--- src/rtl/rand_ctrl_pkg.sv ---
// Shared types and constants for the random digit server: FSM states, LFSR taps/seed and digit base.
package rand_ctrl_pkg;

  typedef enum logic [1:0] {
    ST_IDLE    = 2'd0,
    ST_DRAW    = 2'd1,
    ST_DELIVER = 2'd2
  } rand_state_e;

  localparam logic [15:0] LFSR_RESET_SEED = 16'hBEEF;

  localparam int TAP_A = 15;
  localparam int TAP_B = 13;
  localparam int TAP_C = 12;
  localparam int TAP_D = 10;

  localparam logic [3:0] DIGIT_BASE = 4'd10;

  // Fibonacci step: shift left, XOR of the taps enters at bit 0.
  function automatic logic [15:0] lfsr_next(input logic [15:0] r);
    return {r[14:0], r[TAP_A] ^ r[TAP_B] ^ r[TAP_C] ^ r[TAP_D]};
  endfunction

endpackage

--- src/rtl/rand_digit_server_if.sv ---
// Request/grant/digit bundle between the game FSMs (master) and the digit server (slave).
interface rand_digit_server_if #(
  parameter int NUM_REQ = 4
);
  logic [NUM_REQ-1:0] req;
  logic               seed_load;
  logic [15:0]        seed;
  logic [NUM_REQ-1:0] gnt;
  logic               digit_valid;
  logic [3:0]         digit;
  logic               busy;

  modport master (
    output req, seed_load, seed,
    input  gnt, digit_valid, digit, busy
  );

  modport slave (
    input  req, seed_load, seed,
    output gnt, digit_valid, digit, busy
  );
endinterface

--- src/rtl/lfsr16_step.sv ---
// 16-bit Fibonacci LFSR with explicit step and load enables; a zero load value is replaced by the reset seed.
module lfsr16_step
  import rand_ctrl_pkg::*;
(
  input  logic        CLK,
  input  logic        RESET,
  input  logic        step_en,
  input  logic        load_en,
  input  logic [15:0] load_val,
  output logic [3:0]  cand
);

  logic [15:0] lfsr_d;
  logic [15:0] lfsr_q;

  // An all-zero state would lock the register, so a zero seed falls back to the reset seed.
  always_comb begin
    lfsr_d = lfsr_q;
    if (load_en) begin
      lfsr_d = (load_val == 16'h0000) ? LFSR_RESET_SEED : load_val;
    end else if (step_en) begin
      lfsr_d = lfsr_next(lfsr_q);
    end
  end

  always_ff @(posedge CLK or posedge RESET) begin
    if (RESET) begin
      lfsr_q <= LFSR_RESET_SEED;
    end else begin
      lfsr_q <= lfsr_d;
    end
  end

  assign cand = lfsr_q[3:0];

endmodule

--- src/rtl/rand_digit_server.sv ---
// Round-robin server sharing one LFSR among NUM_REQ requesters, one decimal digit per grant.
// Macro RAND_REJECT_EN: rejection sampling with MAX_TRIES retries; otherwise a single mod-10 draw.
module rand_digit_server
  import rand_ctrl_pkg::*;
#(
  parameter int NUM_REQ   = 4,
  parameter int MAX_TRIES = 8
) (
  input logic                CLK,
  input logic                RESET,
  rand_digit_server_if.slave bus
);

  localparam int IDX_W = $clog2(NUM_REQ);

  if (NUM_REQ < 2 || NUM_REQ > 8 || MAX_TRIES < 1 || MAX_TRIES > 15) begin : g_bad_cfg
    $error("rand_digit_server: NUM_REQ or MAX_TRIES out of range");
  end

  rand_state_e        state_q, state_d;
  logic [IDX_W-1:0]   ptr_q, ptr_d;
  logic [IDX_W-1:0]   win_q, win_d;
  logic [NUM_REQ-1:0] gnt_q, gnt_d;
  logic               digit_valid_q, digit_valid_d;
  logic [3:0]         digit_q, digit_d;
  logic               busy_q, busy_d;
`ifdef RAND_REJECT_EN
  localparam logic [3:0] TRIES_MAX = 4'(MAX_TRIES);
  logic [3:0]         tries_q, tries_d;
`endif

  logic [3:0]         cand;
  logic               step_en;
  logic               load_en;
  logic [IDX_W-1:0]   pick;
  logic [IDX_W-1:0]   idx;
  logic               any_req;

  function automatic logic [3:0] digit_fold(input logic [3:0] c);
    return (c >= DIGIT_BASE) ? c - DIGIT_BASE : c;
  endfunction

  function automatic logic [IDX_W-1:0] next_idx(input logic [IDX_W-1:0] w);
    return (int'(w) == NUM_REQ - 1) ? '0 : w + 1'b1;
  endfunction

  lfsr16_step u_lfsr (
    .CLK      (CLK),
    .RESET    (RESET),
    .step_en  (step_en),
    .load_en  (load_en),
    .load_val (bus.seed),
    .cand     (cand)
  );

  // Scan downward so the set bit closest to ptr (cyclically) is the last assignment and wins.
  always_comb begin
    pick    = ptr_q;
    idx     = '0;
    any_req = 1'b0;
    for (int i = NUM_REQ - 1; i >= 0; i--) begin
      idx = IDX_W'((int'(ptr_q) + i) % NUM_REQ);
      if (bus.req[idx]) begin
        pick    = idx;
        any_req = 1'b1;
      end
    end
  end

  always_comb begin
    state_d       = state_q;
    ptr_d         = ptr_q;
    win_d         = win_q;
    gnt_d         = gnt_q;
    digit_valid_d = 1'b0;
    digit_d       = digit_q;
    busy_d        = busy_q;
`ifdef RAND_REJECT_EN
    tries_d       = tries_q;
`endif
    step_en       = 1'b0;
    load_en       = 1'b0;

    case (state_q)
      ST_IDLE: begin
        if (bus.seed_load) begin
          load_en = 1'b1;
        end else if (any_req) begin
          state_d     = ST_DRAW;
          win_d       = pick;
          gnt_d       = '0;
          gnt_d[pick] = 1'b1;
          busy_d      = 1'b1;
`ifdef RAND_REJECT_EN
          tries_d     = 4'd0;
`endif
        end
      end

      ST_DRAW: begin
        step_en = 1'b1;
        // A vanished winner abandons the draw; the LFSR keeps the steps already taken.
        if (!bus.req[win_q]) begin
          state_d = ST_IDLE;
          gnt_d   = '0;
          busy_d  = 1'b0;
          ptr_d   = next_idx(win_q);
`ifdef RAND_REJECT_EN
        end else if (cand < DIGIT_BASE) begin
          state_d       = ST_DELIVER;
          digit_d       = cand;
          digit_valid_d = 1'b1;
        end else if (tries_q == TRIES_MAX) begin
          state_d       = ST_DELIVER;
          digit_d       = digit_fold(cand);
          digit_valid_d = 1'b1;
        end else begin
          tries_d = tries_q + 4'd1;
        end
`else
        end else begin
          state_d       = ST_DELIVER;
          digit_d       = digit_fold(cand);
          digit_valid_d = 1'b1;
        end
`endif
      end

      ST_DELIVER: begin
        state_d = ST_IDLE;
        gnt_d   = '0;
        busy_d  = 1'b0;
        ptr_d   = next_idx(win_q);
      end

      default: begin
        state_d = ST_IDLE;
        gnt_d   = '0;
        busy_d  = 1'b0;
      end
    endcase
  end

  always_ff @(posedge CLK or posedge RESET) begin
    if (RESET) begin
      state_q       <= ST_IDLE;
      ptr_q         <= '0;
      win_q         <= '0;
      gnt_q         <= '0;
      digit_valid_q <= 1'b0;
      digit_q       <= 4'd0;
      busy_q        <= 1'b0;
`ifdef RAND_REJECT_EN
      tries_q       <= 4'd0;
`endif
    end else begin
      state_q       <= state_d;
      ptr_q         <= ptr_d;
      win_q         <= win_d;
      gnt_q         <= gnt_d;
      digit_valid_q <= digit_valid_d;
      digit_q       <= digit_d;
      busy_q        <= busy_d;
`ifdef RAND_REJECT_EN
      tries_q       <= tries_d;
`endif
    end
  end

  assign bus.gnt         = gnt_q;
  assign bus.digit_valid = digit_valid_q;
  assign bus.digit       = digit_q;
  assign bus.busy        = busy_q;

endmodule

--- src/flat_wrapper.sv ---
// flat-port wrapper written by rule: the top's interface ports become plain ports
module rand_digit_server_flat import rand_ctrl_pkg::*;
#(
  parameter int NUM_REQ   = 4,
  parameter int MAX_TRIES = 8
)
  (CLK, RESET, bus_req, bus_seed_load, bus_seed, bus_gnt, bus_digit_valid, bus_digit, bus_busy);
  rand_digit_server_if #(.NUM_REQ(NUM_REQ)) bus_i ();
  input logic CLK;
  input logic RESET;
  input wire logic [$bits(bus_i.req)-1:0] bus_req;
  input wire logic [$bits(bus_i.seed_load)-1:0] bus_seed_load;
  input wire logic [$bits(bus_i.seed)-1:0] bus_seed;
  output wire logic [$bits(bus_i.gnt)-1:0] bus_gnt;
  output wire logic [$bits(bus_i.digit_valid)-1:0] bus_digit_valid;
  output wire logic [$bits(bus_i.digit)-1:0] bus_digit;
  output wire logic [$bits(bus_i.busy)-1:0] bus_busy;
  assign bus_i.req = bus_req;
  assign bus_i.seed_load = bus_seed_load;
  assign bus_i.seed = bus_seed;
  assign bus_gnt = bus_i.gnt;
  assign bus_digit_valid = bus_i.digit_valid;
  assign bus_digit = bus_i.digit;
  assign bus_busy = bus_i.busy;
  rand_digit_server #(.NUM_REQ(NUM_REQ), .MAX_TRIES(MAX_TRIES)) u_core (.CLK(CLK), .RESET(RESET), .bus(bus_i));
endmodule
--- config.mk ---
export PLATFORM = sky130hd
export DESIGN_NAME = rand_digit_server_flat
export DESIGN_NICKNAME = d
export VERILOG_FILES = /design/src/rtl/rand_ctrl_pkg.sv /design/src/rtl/rand_digit_server_if.sv /design/src/rtl/lfsr16_step.sv /design/src/rtl/rand_digit_server.sv /design/src/flat_wrapper.sv
export SDC_FILE = /design/constraint.sdc
export NUM_CORES = 1
export LEC_CHECK = 0
export BUFFER_PORTS_ARGS = -buffer_cell sky130_fd_sc_hd__buf_2
export CORE_MARGIN = 4
export CORE_UTILIZATION = 30
export CTS_CLUSTER_DIAMETER = 100
export DETAILED_ROUTE_END_ITERATION = 16
export PLACE_DENSITY = 0.53
export SYNTH_ARGS = -nofsm -noshare
export SYNTH_HDL_FRONTEND = slang
export SYNTH_SLANG_ARGS = --single-unit
--- constraint.sdc ---
create_clock -name CLK -period 4.86 [get_ports CLK]
set_input_delay 0.243 -clock CLK [delete_from_list [all_inputs] [get_ports CLK]]
set_output_delay 0.243 -clock CLK [all_outputs]
set_load 0.005 [all_outputs]
==> run metrics <==
outcome completed; Pins Over Slew Limit 0; die area 7030 um^2; EDFF count, synth 0; DR vias/cell 4.76; power per cell area 641 nW/um^2; Mapped Area 1730 um^2; post-synth top area share 27.5%; FMAX 423 MHz; gr ovfl total 0; area of the multi-input gates 828 um^2; CTS tree yes; RSZ-0062 raised after global routing false; post-synthesis cell count 172; CP required 5.02 ns; fin nets 232; initial antenna violation count 0; peak supply drop 194 uV; cts hold-fix bufs 0; Final Hold Fails 0; Final Skew 0.00556 ns; Distinct cells, synth 37; CP Capture Type register; Slew headroom 35.8%; vias in the first global route 1,297; core footprint 5540 um^2; Min Clock Period, post-route 2.36 ns; Rows 27; synth top area cells dfrtp_1, dfstp_2, mux2i_1; DR vias 1,324; Num CTS Buffers 5; diodes inserted 0; period utilization 48.6%; register bit total from synthesis 32; Seq/Total Area, Yosys 47.3%; post-CTS setup buffer count 0; HPWL after detailed placement 2650 um; syn_nets 199; Initial Utilization 31.2%; die height 83.9 um; kind of start point of the critical path register; Synth top cells by count a21oi_1, nor2_1, dfrtp_1; asr flop ratio synth 100%; Pre-Repair DR Iteration Count 4; area leader, netlist dfrtp_1; clock buffer depth 2; Clk Latency, worst-skew pair 0.28 ns; setup TNS 0 ns; Crit Path Category register to register; ANT nets after route 0; Crit Reg-Reg Startpoint u_core.state_q[1]; clock root cell clkbuf_8; Hold Crit Class input pin to async pin; initial DRC count 62; Syn. warnings 0; PostCTS Resize Cnt 0; DR WL/cell 12.7 um; TritonCTS Sinks 32; area occupied by registers 817 um^2; Syn Area/Cell 10.0 um^2; layout cells sized above 1 30.6%; I/O pin cnt 33; Worst Tran Pin Value 0.963 ns; RePlAce Congestion 0.813; first-pass GRT wire length 6010 um; most frequent cell after synthesis a21oi_1; Static Leak 0.928 nW; largest net degree at the start of global routing 33; DRC viols 0; Core Util, Final 36.9%; crit-path max FO 17; chip width 83.9 um; final WL 3540 um; PortBufs 32; Worst Setup SP u_core.state_q[1]; area grow syn2layout 18.4%; CTS HTree Levels 2; Post-synth top flop dfrtp_1; endpoints failing setup 0; Total GRT Usage 10.6%; MaxCap Viol Count 0; FILL cells 583; Worst Path Arrival 2.53 ns; clock-pin slew on the worst setup and hold paths 0.07 ns
[worst paths after layout]
| check | cells past startpoint | slack [ns] | to |
|---|---|---|---|
| min reg2reg | 2 | 0.48 | u_core.bus.digit[0] |
| min | 3 | 0.03 | u_core.ptr_q[1] |
| max in group asynchronous | 3 | 4.51 | u_core.u_lfsr.lfsr_q[5] |
| max | 5 | 2.50 | u_core.bus.digit[1] |
| max reg2reg | 5 | 2.50 | u_core.bus.digit[1] |
| min in group CLK | 3 | 0.21 | u_core.u_lfsr.lfsr_q[5] |
[cells in the final DEF, fill, tap and decap left out, drive strengths merged, types with 2 or more instances in the layout]
cell and instances:
xnor2 2, a211oi 2, ha 4, dfrtp 19, nor4 5, a21oi 23
or2b 3, nand2 12, mux2i 16, inv 9, o31ai 4, nand2b 2
a2bb2oi 3, o21ai 7, dfstp 13, mux2 4, buf 33, clkbuf 6
nor2 22
[final cells by class]
type,instances,share of cell area (%)
clock buffer,6,3.55
clock inverter,2,1.71
inverter,9,1.65
multi-input combinational,124,40.5
sequential,32,40.0
tap,72,4.41
timing repair buffer,33,8.20
[through the flow]
stage / setup WS, ns / power [mW] / instances / instance area (um^2) / hold WS [ns]
after floorplan: 3.25 / 0.937 / 172 / 1730 / 0.350
after global placement: 2.56 / 1.07 / 270 / 1940 / 0.348
after detailed placement: 2.49 / 1.08 / 270 / 1940 / 0.348
after CTS: 2.47 / 1.33 / 278 / 2040 / 0.0387
after global routing: 2.35 / 1.42 / 278 / 2040 / 0.0961
final: 2.50 / 1.31 / 278 / 2040 / 0.0304
[cells by family (layout without fill, tap and decap cells)]
family	count (synthesis)	count (layout)	synth area share, %
AO/OA/AOI/OAI	46	46	16.7
XOR/XNOR	3	3	1.52
adder cells (fa/ha/maj)	4	4	2.90
buffers and inverters	16	50	4.71
flip-flops	32	32	47.3
multiplexers	21	21	13.2
AND/OR/NAND/NOR	50	50	13.7
[flip-flops by register name, summed over array words and instances, names as in the netlist]
register,flops
u_core.win_q,2
u_core.ptr_q,2
u_core.bus.digit,4
u_core.bus.busy,1
u_core.state_q,2
u_core.bus.gnt,4
u_core.u_lfsr.lfsr_q,16
u_core.bus.digit_valid,1
[power breakdown]
group / switching, mW / leakage, nW / internal (mW) / total (mW)
logic: 0.272 / 0.500 / 0.260 / 0.531
clock network: 0.0963 / 0.0552 / 0.152 / 0.248
registers: 0.0973 / 0.373 / 0.434 / 0.531
[worst max-delay path, cell delays in order, from the launching register on]
cell and delay, ns:
dfrtp_1 0.36, inv_1 0.09, ha_1 0.80, nand2_2 0.35
inv_1 0.29, mux2_2 0.36
[metal layers]
metal	global-route usage, %	wire [um]	vias to the layer above
met2	18.2	1760	14
li1	-	-	678
met1	12.5	1660	628
met3	2.67	76	4
met4	4.39	47	0
met5	0	0	-
No activity file was read; power rests on OpenSTA's default activity.
